<file path="src/rtl/reg_array_pkg.sv">
// reg_array_pkg
// Shared types and helpers for reg_array_bank.
//   state_t     : clear-sequencer state (ST_CLEAR sweeps zeros, ST_IDLE serves accesses)
//   LANE_MAX_W  : widest data word lane_merge can handle
//   lane_merge  : byte-lane masked merge of a new word into an old word
package reg_array_pkg;

  typedef enum logic [0:0] {
    ST_CLEAR = 1'b0,
    ST_IDLE  = 1'b1
  } state_t;

  // lane_merge works on a fixed maximum width so one package function serves
  // every WIDTH; callers zero-extend in and truncate out.
  localparam int LANE_MAX_W = 256;

  function automatic logic [LANE_MAX_W-1:0] lane_merge(
    input logic [LANE_MAX_W-1:0]   old_v,
    input logic [LANE_MAX_W-1:0]   new_v,
    input logic [LANE_MAX_W/8-1:0] be_v
  );
    logic [LANE_MAX_W-1:0] res;
    res = old_v;
    for (int i = 0; i < LANE_MAX_W / 8; i++) begin
      if (be_v[i]) res[8*i +: 8] = new_v[8*i +: 8];
    end
    return res;
  endfunction

endpackage

</file>
<file path="src/rtl/reg_array_bank.sv">
// reg_array_bank
// Single-port register array with byte-lane writes, a registered read port
// and a clear sequencer that zeroes every entry after reset and on clr.
//
// Ports:
//   clk       : clock, rising edge
//   rst       : synchronous active-low reset
//   sel       : access request, sampled each rising edge
//   wr        : 1 = write, 0 = read (with sel)
//   addr      : entry index (may exceed DEPTH-1 when DEPTH is not a power of two)
//   wdata     : write data
//   be        : byte-lane write enables, bit i covers wdata[8i+7:8i]
//   clr       : start a full clear sweep (ignored while one is running)
//   rdata     : registered read data, holds until the next read
//   rvalid    : one-cycle pulse qualifying rdata
//   busy      : high while the clear sweep runs
//   err       : one-cycle pulse for a rejected or out-of-range access
//   dbg_state : current sequencer state, for observation only
//
// Handshake: there is no backpressure. A request is taken on every edge where
// sel=1; its response (rvalid and/or err) appears for exactly one cycle after
// that edge, and a request that produces neither pulse completed silently.
//
// WIDTH must be a multiple of 8 and no larger than LANE_MAX_W.
module reg_array_bank
  import reg_array_pkg::*;
#(
  parameter int WIDTH = 16,
  parameter int DEPTH = 4,
  parameter int AW    = $clog2(DEPTH)
) (
  input  logic                 clk,
  input  logic                 rst,
  input  logic                 sel,
  input  logic                 wr,
  input  logic [AW-1:0]        addr,
  input  logic [WIDTH-1:0]     wdata,
  input  logic [WIDTH/8-1:0]   be,
  input  logic                 clr,
  output logic [WIDTH-1:0]     rdata,
  output logic                 rvalid,
  output logic                 busy,
  output logic                 err,
  output state_t               dbg_state
);

  localparam logic [AW-1:0] LAST_PTR = AW'(DEPTH - 1);
  // One extra bit so DEPTH itself is representable when DEPTH == 2**AW.
  localparam logic [AW:0]   DEPTH_W  = (AW + 1)'(DEPTH);

  // Plain array with no reset term; the sweep is what zeroes it.
  logic [WIDTH-1:0] mem [DEPTH];

  state_t           state_q, state_d;
  logic [AW-1:0]    ptr_q, ptr_d;
  logic [WIDTH-1:0] rdata_q, rdata_d;
  logic             rvalid_q, rvalid_d;
  logic             err_q, err_d;

  logic             mem_we;
  logic [AW-1:0]    mem_waddr;
  logic [WIDTH-1:0] mem_wdata;
  logic             in_range;
  logic [WIDTH-1:0] merged;

  assign in_range = ({1'b0, addr} < DEPTH_W);

  // Only consumed when in_range, so the out-of-range index never matters.
  assign merged = WIDTH'(lane_merge(LANE_MAX_W'(mem[addr]),
                                    LANE_MAX_W'(wdata),
                                    (LANE_MAX_W / 8)'(be)));

  always_comb begin
    state_d   = state_q;
    ptr_d     = ptr_q;
    rdata_d   = rdata_q;
    rvalid_d  = 1'b0;
    err_d     = 1'b0;
    mem_we    = 1'b0;
    mem_waddr = ptr_q;
    mem_wdata = '0;

    case (state_q)
      ST_CLEAR: begin
        mem_we    = 1'b1;
        mem_waddr = ptr_q;
        mem_wdata = '0;
        if (ptr_q == LAST_PTR) begin
          state_d = ST_IDLE;
          ptr_d   = '0;
        end else begin
          ptr_d = ptr_q + AW'(1);
        end
        // Accesses cannot be served mid-sweep; clr here is simply ignored.
        err_d = sel;
      end

      default: begin
        if (clr) begin
          // clr wins over a same-cycle access, which is then reported as dropped.
          state_d = ST_CLEAR;
          ptr_d   = '0;
          err_d   = sel;
        end else if (sel) begin
          if (!in_range) begin
            err_d = 1'b1;
            if (!wr) begin
              rdata_d  = '0;
              rvalid_d = 1'b1;
            end
          end else if (wr) begin
            // be=0 still takes this path and rewrites the old word unchanged.
            mem_we    = 1'b1;
            mem_waddr = addr;
            mem_wdata = merged;
          end else begin
            rdata_d  = mem[addr];
            rvalid_d = 1'b1;
          end
        end
      end
    endcase
  end

  always_ff @(posedge clk) begin
    if (!rst) begin
      state_q  <= ST_CLEAR;
      ptr_q    <= '0;
      rdata_q  <= '0;
      rvalid_q <= 1'b0;
      err_q    <= 1'b0;
    end else begin
      state_q  <= state_d;
      ptr_q    <= ptr_d;
      rdata_q  <= rdata_d;
      rvalid_q <= rvalid_d;
      err_q    <= err_d;
    end
  end

  always_ff @(posedge clk) begin
    if (rst && mem_we) mem[mem_waddr] <= mem_wdata;
  end

  assign rdata     = rdata_q;
  assign rvalid    = rvalid_q;
  assign err       = err_q;
  assign busy      = (state_q == ST_CLEAR);
  assign dbg_state = state_q;

endmodule

</file>
<file path="config.mk">
export PLATFORM = sky130hd
export DESIGN_NAME = reg_array_bank
export DESIGN_NICKNAME = d
export VERILOG_FILES = /design/src/rtl/reg_array_pkg.sv /design/src/rtl/reg_array_bank.sv
export SDC_FILE = /design/constraint.sdc
export NUM_CORES = 1
export LEC_CHECK = 0
export CAP_MARGIN = 10
export CORE_ASPECT_RATIO = 1.75
export CORE_MARGIN = 3
export CORE_UTILIZATION = 55
export DETAILED_ROUTE_END_ITERATION = 8
export PLACE_DENSITY = 0.79
export RECOVER_POWER = 50
export SYNTH_ARGS = -nofsm -noshare
export SYNTH_HDL_FRONTEND = slang
export SYNTH_SLANG_ARGS = --single-unit
</file>
<file path="constraint.sdc">
create_clock -name clk -period 4.29 [get_ports clk]
set_input_delay 0.6435 -clock clk [delete_from_list [all_inputs] [get_ports clk]]
set_output_delay 0.6435 -clock clk [all_outputs]
set_load 0.02 [all_outputs]
</file>
==> summary.md, run 1 <==
Run
* number of violations of the max-capacitance limit: 0

Clock network
* cts bufs inserted: 9
* clock-pin slew reported for the worst setup and hold paths after clock tree synthesis: 0.08 ns
* clock tree from TritonCTS: yes
* Post-CTS Hold Fix Bufs: 0
* clock net sink count: 85
* maximum level of the CTS H-tree: 3
* Max Buffers Root-to-Sink: 2
* clock latency on the worst-skew pair: 0.34 ns
* clock root cell: clkbuf_8
* number of buffers inserted by post-CTS setup repair: 0
* Resized cells post-CTS: 0

STA
* transition at the pin with the smallest max-transition slack: 0.9759 ns
* count of pins over their slew limit: 0
* RSZ-0062 raised after global routing: no
* aggregate negative setup slack: 0 ns
* # setup viols final: 0
* crit path setup slack, layout: 1.055 ns
* maximum clock rate: 0.3091 GHz
* crit path time final: 3.235 ns
* hold violation total from the final report: 0
* maximum clock skew at final layout: 0.009604 ns
* portion of the clock cycle consumed by the worst path in the final layout: 75.42%
* worst max-slew margin expressed relative to the limit: 34.73%
* Worst Hold Margin: 0.4566 ns

Logic synthesis
* register bit total from synthesis: 85
* share of synthesized area occupied by flip-flops and latches: 64.37%
* fraction of post-synthesis cell area in the top cell type by area: 52.82%
* Synth Flop Type: edfxtp_1
* most numerous cell in the Yosys netlist: edfxtp_1
* Yosys warnings: 0
* area of the mapped netlist: 3638 um2
* leading area contributor after synthesis: edfxtp_1
* proportion of synthesized flip-flops having asynchronous set or reset: 0%
* synth cell count leaders: edfxtp_1 (64), mux2_2 (29), dfxtp_1 (21)
* post-synthesis net count: 274
* mean instance size in the synthesized netlist: 14.67 um2
* Area contributors post-synth: edfxtp_1 (53%), dfxtp_1 (12%), mux2_2 (9.0%)
* cells after synthesis: 248
* number of distinct standard cells referenced by the synthesized netlist: 33
* EDFF count, synth: 64

Power
* worst vdd ir: 0.2854 mV
* proportion of total power due to net switching: 21.32%
* clock share of power: 35.4%
* Combinational Power Share: 9.2%
* Net Switching: 0.0003555 W
* leakage power figure: 1.575 nW
* PD cells: 385.5 nW/um2
* internal power summed over all cells: 0.001312 W
* total power of the final layout: 0.001667 W
* sequential cell fraction of total power: 55.4%

Placed design
* Placed Area: 4140 um2
* Final Wtd Congestion: 0.7392
* Post-Place Setup Slack: 1.188 ns
* post-detailed-placement half-perimeter wirelength: 4582 um
* number of port buffers: 44

Finish
* fraction of layout instances using a drive strength above 1: 15.84%
* diodes inserted: 0
* Finished Cell Area: 4324 um2
* number of nets in the layout: 324
* Syn-to-layout area delta: 18.84%

GRT
* wire length of the first global-routing pass: 11040 um
* overflow left after global routing: 0
* initial antenna violation count: 0
* via count of the first global-routing pass: 2160
* maximum number of pins on one net before global-route repair: 25
* combined global-route utilization of all metal layers: 19.84%

Floorplan
* number of top-level design ports: 45
* DIE WIDTH: 67.49 um
* Initial Util: 57.54%
* placeable core region: 6324 um2
* Placement Rows: 38
* die area: 7666 um2
* vertical die dimension: 113.6 um

Min path
* Tightest Hold Check Type: reg -> reg

Worst setup path
* slowest CP cell: dlygate4sd3_1
* startpoint-to-endpoint class of the critical path: in -> reg
* sort of element at the start of the critical path: input pin
* delay-heaviest family, CP: buffers and inverters
* number of buffer and inverter stages on the critical path: 2
* cell chain of the critical path: dlygate4sd3_1, clkbuf_1, mux2_2, o22ai_1, nor3_1
* Data required, critical path: 4.40 ns
* slowest stage delay, CP: 1.18 ns
* worst endpoint data arrival time: 3.35 ns
* largest fanout on the critical path: 21
* category of the worst setup path capture point: flip-flop

Routing
* # DRC: 0
* Vias/cell: 5.671
* Antenna Nets Post-Route: 0
* First-pass DRT Iterations: 4
* vias: 2172
* drt wl/cell: 18.08 um
* number of DRC markers in iteration 0: 94
* final routed wirelength across all metal layers: 6923 um

Outcome
* status: finished, final reports clean

sequential cells by signal (all words and copies together), names as in the netlist:
register / cells
ptr_q: 2
err: 1
rvalid: 1
dbg_state: 1
rdata: 16
mem: 64
cells by family (layout without fill, tap and decap cells):
logic type,after synthesis,after routing,share of synthesized area (%)
AND/OR/NAND/NOR,57,57,9.354
AO/OA/AOI/OAI,40,40,7.978
multiplexers,48,48,14.61
adder cells (fa/ha/maj),1,1,0.3438
buffers and inverters,17,72,3.335
flip-flops,85,85,64.37
power by group through the flow:
stage                     Clock [W]  Sequential (W)  Combinational [W]
after CTS                  0.000603        0.000924           0.000161
after global routing       0.000639        0.000927           0.000167
after global placement            0        0.000941           0.000159
final                      0.000590        0.000923           0.000154
after detailed placement          0        0.000942           0.000160
after floorplan                   0        0.000942           0.000101
layout by cell type, fill, tap and decap left out, types with 8 or more instances in the layout:
master | netlist | routed
dfxtp_1 | 21 | 21
o2bb2ai_1 | 16 | 16
clkbuf_1 | 3 | 8
mux2i_1 | 16 | 16
edfxtp_1 | 64 | 64
clkdlybuf4s50_1 | 0 | 21
clkbuf_8 | 0 | 9
o22ai_1 | 16 | 16
nor3_1 | 16 | 16
mux2_2 | 29 | 25
nor2b_1 | 17 | 17
dlygate4sd3_1 | 0 | 23
final timing paths:
| check | from | endpoint | slack (ns) | depth (start not counted) |
|---|---|---|---|---|
| max | addr[1] | mem[0][7]$_DFFE_PP_ | 1.05 | 5 |
| min | rdata[11]$_SDFFE_PN0P_ | rdata[11]$_SDFFE_PN0P_ | 0.46 | 1 |
| max reg2reg | dbg_state$_SDFF_PN0_ | mem[1][8]$_DFFE_PP_ | 2.13 | 5 |
| min reg2reg | rdata[11]$_SDFFE_PN0P_ | rdata[11]$_SDFFE_PN0P_ | 0.46 | 1 |
layout make-up:
type / instances / area [um2]
multi-input cells: 146 / 1172
well taps: 80 / 100.1
inverters: 2 / 7.507
repair buffers: 54 / 493.0
fillers: 460 / 1999
flip-flops and latches: 85 / 2342
clock inverters: 5 / 77.57
clock buffers: 11 / 131.4
through the flow:
stage / instances / utilization [%]
3_5_place_dp: 367 / 65.47
2_1_floorplan: 248 / -
6_report: 383 / 68.38
5_1_grt: 383 / 68.38
3_3_place_gp: 367 / 65.47
4_1_cts: 383 / 68.78
routing by layer:
layer  vias up  share of wire, %  track usage [%]
met4         0               1.2            6.504
met2        54                53            33.25
met1      1059                42            24.87
met3         6               3.9            4.532
li1       1053                 -                -
met5         -                 0                0
No activity file was read; power rests on OpenSTA's default activity.
==> run 2, diff against run 1 <==
clock period = 3.4 ns   (was 4.29 ns; I/O delays follow)
==> run 2 against run 1 <==
Flip-flop and latch count unchanged. Cell count increased by 0.26%. Sequential power rose by 27%. Utilization increased by 0.93 points. Worst hold slack improved by 0.0028 ns. Non-clock buffer count increased by 1. Cell area up 1.4%. Critical path type unchanged.
==> summary.md, run 2 (synthesis gave the netlist of run 1 again) <==
Power
* Combinational Power Share: 9.1%, about the same
* PD cells: 501.3 nW/um2, +30%
* clock share of power: 37.9%, +2.5 points
* proportion of total power due to net switching: 21.24%, -0.081 points
* leakage power figure: 1.610 nW, +2.3%
* Net Switching: 0.0004668 W, +31%
* sequential cell fraction of total power: 53.0%, -2.4 points
* worst vdd ir: 0.4655 mV, +63%
* internal power summed over all cells: 0.001731 W, +32%

Clock network
* Post-CTS Hold Fix Bufs: 0, unchanged
* Max Buffers Root-to-Sink: 2, unchanged
* cts bufs inserted: 9, unchanged
* clock latency on the worst-skew pair: 0.36 ns, +0.02 ns
* clock tree from TritonCTS: yes
* number of buffers inserted by post-CTS setup repair: 0, unchanged
* clock-pin slew reported for the worst setup and hold paths after clock tree synthesis: 0.08 ns, about the same
* clock net sink count: 85, unchanged
* maximum level of the CTS H-tree: 3, unchanged
* Resized cells post-CTS: 0, unchanged
* clock root cell: clkbuf_8

Routing
* First-pass DRT Iterations: 4, unchanged
* vias: 2189, +0.78%
* final routed wirelength across all metal layers: 7193 um, +3.9%
* # DRC: 0, unchanged
* Antenna Nets Post-Route: 0, unchanged
* number of DRC markers in iteration 0: 73, -22%
* Vias/cell: 5.701, +0.52%
* drt wl/cell: 18.73 um, +3.6%

Floorplan
* number of top-level design ports: 45, unchanged
* Placement Rows: 38, unchanged
* vertical die dimension: 113.6 um, unchanged
* Initial Util: 57.54%, unchanged
* die area: 7666 um2, unchanged
* DIE WIDTH: 67.49 um, unchanged
* placeable core region: 6324 um2, unchanged

STA
* RSZ-0062 raised after global routing: no
* # setup viols final: 0, unchanged
* aggregate negative setup slack: 0 ns, unchanged
* portion of the clock cycle consumed by the worst path in the final layout: 70.74%
* maximum clock rate: 0.4158 GHz
* worst max-slew margin expressed relative to the limit: 51.80%, +17 points
* transition at the pin with the smallest max-transition slack: 0.7213 ns, -0.2546 ns
* hold violation total from the final report: 0, unchanged
* crit path time final: 2.405 ns
* maximum clock skew at final layout: 0.005336 ns, -0.004268 ns
* count of pins over their slew limit: 0, unchanged

Finish
* number of nets in the layout: 325, +0.31%
* Fillers: 450, -2.2%
* diodes inserted: 0, unchanged
* most used cells in the layout excluding fill and tap cells: edfxtp_1 (64), mux2_2 (29), dlygate4sd3_1 (22), clkdlybuf4s50_1 (22), dfxtp_1 (21)
* max reg flops: 64, unchanged
* final instance count without filler cells: 384, +0.26%
* largest reg by FF count: mem
* Syn-to-layout area delta: 20.46%
* area of the multi-input gates: 1172 um2, unchanged
* sequential cell area: 2342 um2, unchanged
* fraction of layout instances using a drive strength above 1: 19.41%, +3.6 points
* commonest non-fill, non-tap cell in the layout: edfxtp_1

Placed design
* placed cells: 368, +0.27%
* Final Wtd Congestion: 0.7473, +1.1%
* number of port buffers: 44, unchanged
* post-detailed-placement half-perimeter wirelength: 4674 um, +2.0%

GRT
* overflow left after global routing: 0, unchanged
* combined global-route utilization of all metal layers: 21.31%, +1.5 points
* maximum number of pins on one net before global-route repair: 37, +48%
* via count of the first global-routing pass: 2290, +6.0%
* wire length of the first global-routing pass: 11630 um, +5.3%
* initial antenna violation count: 0, unchanged

Worst setup path
* largest fanout on the critical path: 13, -38%
* reg-to-reg critical path endpoint: mem[2][14]$_DFFE_PP_
* worst endpoint data arrival time: 2.52 ns, -0.83 ns
* worst setup path end: mem[1][11]$_DFFE_PP_
* category of the worst setup path capture point: flip-flop
* worst-case reg-to-reg path depth: 4, -1
* Data required, critical path: 3.51 ns, -0.89 ns
* Critical R2R Launch: dbg_state$_SDFF_PN0_
* Setup crit start: addr[0]
* sort of element at the start of the critical path: input pin
* slack of the worst reg-to-reg path: 1.58 ns, -0.55 ns
* startpoint-to-endpoint class of the critical path: in -> reg

Run
* number of violations of the max-capacitance limit: 0, unchanged

Outcome
* status: finished, final reports clean

Min path
* Tightest Hold Check Type: reg -> reg

[run 2: changes by cell type in the layout (fill, tap and decap cells not counted), sizes merged]
cell,change
dlygate4sd3,-1
clkbuf,-8
buf,+7
clkinvlp,+1
clkdlybuf4s50,+1
bufinv,+1
[run 2: power groups by stage]
stage	logic (W)	registers (W)	clock network [W]
final	0.000199	0.00117	0.000833
after global placement	0.000198	0.00119	0
after CTS	0.000202	0.00117	0.000853
after detailed placement	0.000201	0.00119	0
after global routing	0.000214	0.00117	0.000896
after floorplan	0.000127	0.00119	0
[run 2: critical path, cell delays in order]
cell and delay [ns]:
dlygate4sd3_1 0.86, or2_0 0.59, o22ai_1 0.14, nor3_1 0.42
[run 2: area by class of cell]
type,instances,share of cell area [%]
Inverter,2,0.1713
Tap cell,80,2.284
Clock inverter,7,2.598
Multi-Input combinational cell,146,26.75
Clock buffer,9,2.826
Sequential cell,85,53.44
Timing Repair Buffer,55,11.93
[run 2: how the worst min path moves through the flow]
stage	start	to	slack (ns)	depth (start not counted)
after floorplan	ptr_q[1]$_SDFFE_PN0P_	ptr_q[1]$_SDFFE_PN0P_	0.52	2
after global placement	rdata[4]$_SDFFE_PN0P_	rdata[4]$_SDFFE_PN0P_	0.44	1
after detailed placement	rdata[15]$_SDFFE_PN0P_	rdata[15]$_SDFFE_PN0P_	0.45	1
after CTS	rdata[11]$_SDFFE_PN0P_	rdata[11]$_SDFFE_PN0P_	0.47	1
after global routing	rdata[0]$_SDFFE_PN0P_	rdata[0]$_SDFFE_PN0P_	0.48	1
final	rdata[1]$_SDFFE_PN0P_	rdata[1]$_SDFFE_PN0P_	0.46	1
[run 2: per-layer routing]
layer	track usage, %	vias up	wire length [um]
met2	36.17	40	3930
met1	24.46	1079	2886
met3	5.911	11	224
met4	9.079	0	151
met5	0	-	0
li1	-	1059	-
[run 2: metrics by stage]
step	power, W	area, um2	util [%]	hold WS, ns	setup slack [ns]
after floorplan	0.001316	3638	-	0.5188	1.044
after global placement	0.001385	4148	65.59	0.4429	0.8818
after detailed placement	0.001390	4148	65.59	0.4472	0.8813
after CTS	0.002221	4385	69.35	0.4717	1.271
after global routing	0.002280	4383	69.31	0.4840	0.7964
final	0.002197	4383	69.31	0.4595	0.9948
==> run 3, diff against run 2 <==
CORE_UTILIZATION = 50   (was 55)
PLACE_DENSITY = 0.76   (was 0.79)
clock period = 2.1 ns   (was 3.4 ns; I/O delays follow)
==> run 3 against run 2 <==
First-iteration DRC count rose by 51%. Critical path depth rose by 1. Combinational power rose by 82%. Setup slack got worse by 0.81 ns. Flip-flop and latch count did not move. Cell area rose by 5.1%. Clock skew rose by 0.00067 ns. Routed wire length rose by 3.1%. Sequential share of layout area fell by 2.6 points. Die area rose by 9.3%. Total power rose by 76%. Non-clock buffer count rose by 9. Critical path type unchanged.
==> summary.md, run 3 (synthesis gave the netlist of run 1 again) <==
Outcome
* status: finished, final reports clean

Power
* total power of the final layout: 0.003870 W, +76%
* worst vdd ir: 0.6669 mV, +43%
* Net Switching: 0.0008003 W, +71%
* sequential cell fraction of total power: 48.8%, -4.2 points
* leakage power figure: 1.712 nW, +6.3%
* Combinational Power Share: 9.3%, +0.2 points
* clock share of power: 41.8%, +3.9 points
* proportion of total power due to net switching: 20.68%, -0.56 points
* PD cells: 839.7 nW/um2, +68%
* internal power summed over all cells: 0.003069 W, +77%

Routing
* drt wl/cell: 18.68 um, -0.26%
* top sig layer: met4
* Vias/cell: 5.655, -0.80%
* met3 wire len: 423 um, +89%
* # DRC: 0, unchanged
* vias: 2245, +2.6%
* total length of routed met2 wires: 3960 um, +0.76%
* Antenna Nets Post-Route: 0, unchanged
* First-pass DRT Iterations: 4, unchanged
* wire length on met1: 2890 um, +0.14%
* final routed wirelength across all metal layers: 7417 um, +3.1%
* number of DRC markers in iteration 0: 110, +51%

Finish
* Finished Cell Area: 4608 um2, +5.1%
* max reg flops: 64, unchanged
* fraction of layout instances using a drive strength above 1: 23.00%, +3.6 points
* commonest non-fill, non-tap cell in the layout: edfxtp_1
* number of nets in the layout: 334, +2.8%
* most used cells in the layout excluding fill and tap cells: edfxtp_1 (64), mux2_2 (29), clkdlybuf4s50_1 (23), dfxtp_1 (21), dlygate4sd3_1 (21)
* Syn-to-layout area delta: 26.65%
* end-of-flow core utilization: 66.24%, -3.1 points
* diodes inserted: 0, unchanged
* largest reg by FF count: mem

Worst setup path
* worst endpoint data arrival time: 1.96 ns, -0.56 ns
* Data required, critical path: 2.15 ns, -1.36 ns
* delay-heaviest family, CP: buffers and inverters
* number of buffer and inverter stages on the critical path: 2, +1
* startpoint-to-endpoint class of the critical path: in -> reg
* number of stages on the worst setup path: 5, +1
* cell chain of the critical path: dlygate4sd3_1, nand4b_1, or3b_1, a21oi_2, buf_12
* category of the worst setup path capture point: flip-flop
* slowest stage delay, CP: 0.57 ns, -0.29 ns
* worst-case reg-to-reg path depth: 4, unchanged
* sort of element at the start of the critical path: input pin
* largest fanout on the critical path: 16, +3
* slowest CP cell: dlygate4sd3_1

Floorplan
* Initial Util: 52.30%, -5.2 points
* placeable core region: 6957 um2, +10%
* die area: 8377 um2, +9.3%
* vertical die dimension: 118.8 um, +4.6%
* Placement Rows: 40, +5.3%
* number of top-level design ports: 45, unchanged
* DIE WIDTH: 70.49 um, +4.4%

GRT
* overflow left after global routing: 0, unchanged
* via count of the first global-routing pass: 2412, +5.3%
* initial antenna violation count: 0, unchanged
* wire length of the first global-routing pass: 12120 um, +4.3%
* combined global-route utilization of all metal layers: 19.07%, -2.2 points
* maximum number of pins on one net before global-route repair: 18, -51%

Clock network
* cts bufs inserted: 9, unchanged
* clock root cell: clkbuf_16
* Resized cells post-CTS: 0, unchanged
* Max Buffers Root-to-Sink: 2, unchanged
* clock tree from TritonCTS: yes
* clock net sink count: 85, unchanged
* maximum level of the CTS H-tree: 3, unchanged
* Post-CTS Hold Fix Bufs: 0, unchanged
* number of buffers inserted by post-CTS setup repair: 0, unchanged
* clock latency on the worst-skew pair: 0.34 ns, -0.02 ns
* clock-pin slew reported for the worst setup and hold paths after clock tree synthesis: 0.06 ns, -0.02 ns

Placed design
* number of port buffers: 44, unchanged
* Placed Area: 4310 um2, +3.9%
* Post-Place Setup Slack: -0.08007 ns, -0.9614 ns
* Final Wtd Congestion: 0.7587, +1.5%
* post-detailed-placement half-perimeter wirelength: 5045 um, +7.9%

STA
* maximum clock skew at final layout: 0.006004 ns, +0.0006688 ns
* hold violation total from the final report: 0, unchanged
* transition at the pin with the smallest max-transition slack: 0.7381 ns, +0.01684 ns
* # setup viols final: 0, unchanged
* count of pins over their slew limit: 0, unchanged
* portion of the clock cycle consumed by the worst path in the final layout: 91.23%
* worst max-slew margin expressed relative to the limit: 50.67%, -1.1 points
* crit path time final: 1.916 ns
* maximum clock rate: 0.5220 GHz
* Worst Hold Margin: 0.4592 ns, -0.0002320 ns
* RSZ-0062 raised after global routing: no
* crit path setup slack, layout: 0.1842 ns, -0.8106 ns

Min path
* number of cells traversed by the worst hold path: 1, unchanged
* Tightest Hold Check Type: reg -> reg

Run
* number of violations of the max-capacitance limit: 0, unchanged

-- run 3: cell count changes in the layout (fill, tap and decap cells not counted), sizes merged --
cell	delta
bufinv	-2
clkbuf	+8
clkinv	-1
buf	+5
clkinvlp	-1
dlygate4sd3	-1
clkdlybuf4s50	+1
-- run 3: layout make-up --
class                      instances  area [um2]
clock buffer                      13       270.3
clock inverter                     3       42.54
tap                               84       105.1
fill                             517        2349
inverter                           2       7.507
multi-input combinational        146        1184
sequential                        85        2342
timing repair buffer              64       656.9
-- run 3: worst register-to-register path, stage by stage (launching register included) --
cell and delay [ns]:
dfxtp_1 0.40, nand4b_1 0.21, or3b_1 0.43, a21oi_2 0.18, buf_12 0.18
-- run 3: routing by layer --
metal	GRT usage, %	vias up
met2	31.81	75
li1	-	1074
met4	8.393	0
met3	3.801	10
met1	23.70	1086
met5	0	-
-- run 3: through the flow --
| step | std cells | TNS [ns] |
|---|---|---|
| 6_report | 397 | 0 |
| 5_1_grt | 397 | 0 |
| 4_1_cts | 397 | 0 |
| 3_5_place_dp | 381 | -2.535 |
| 3_3_place_gp | 381 | -0.00002509 |
| 2_1_floorplan | 248 | 0 |
-- run 3: worst paths after layout --
kind                     startpoint                endpoint  slack (ns)
max                             clr    mem[2][12]$_DFFE_PP_        0.18
min          rdata[15]$_SDFFE_PN0P_  rdata[15]$_SDFFE_PN0P_        0.46
max reg2reg    dbg_state$_SDFF_PN0_    mem[2][12]$_DFFE_PP_        0.40
min reg2reg  rdata[15]$_SDFFE_PN0P_  rdata[15]$_SDFFE_PN0P_        0.46
-- run 3: power by group through the flow --
stage / Combinational [W] / Sequential [W] / Clock [W]
global placement: 0.000363 / 0.00192 / 0
finish: 0.000362 / 0.00189 / 0.00162
global route: 0.000391 / 0.00190 / 0.00170
CTS: 0.000373 / 0.00189 / 0.00165
floorplan: 0.000210 / 0.00192 / 0
detailed placement: 0.000371 / 0.00192 / 0
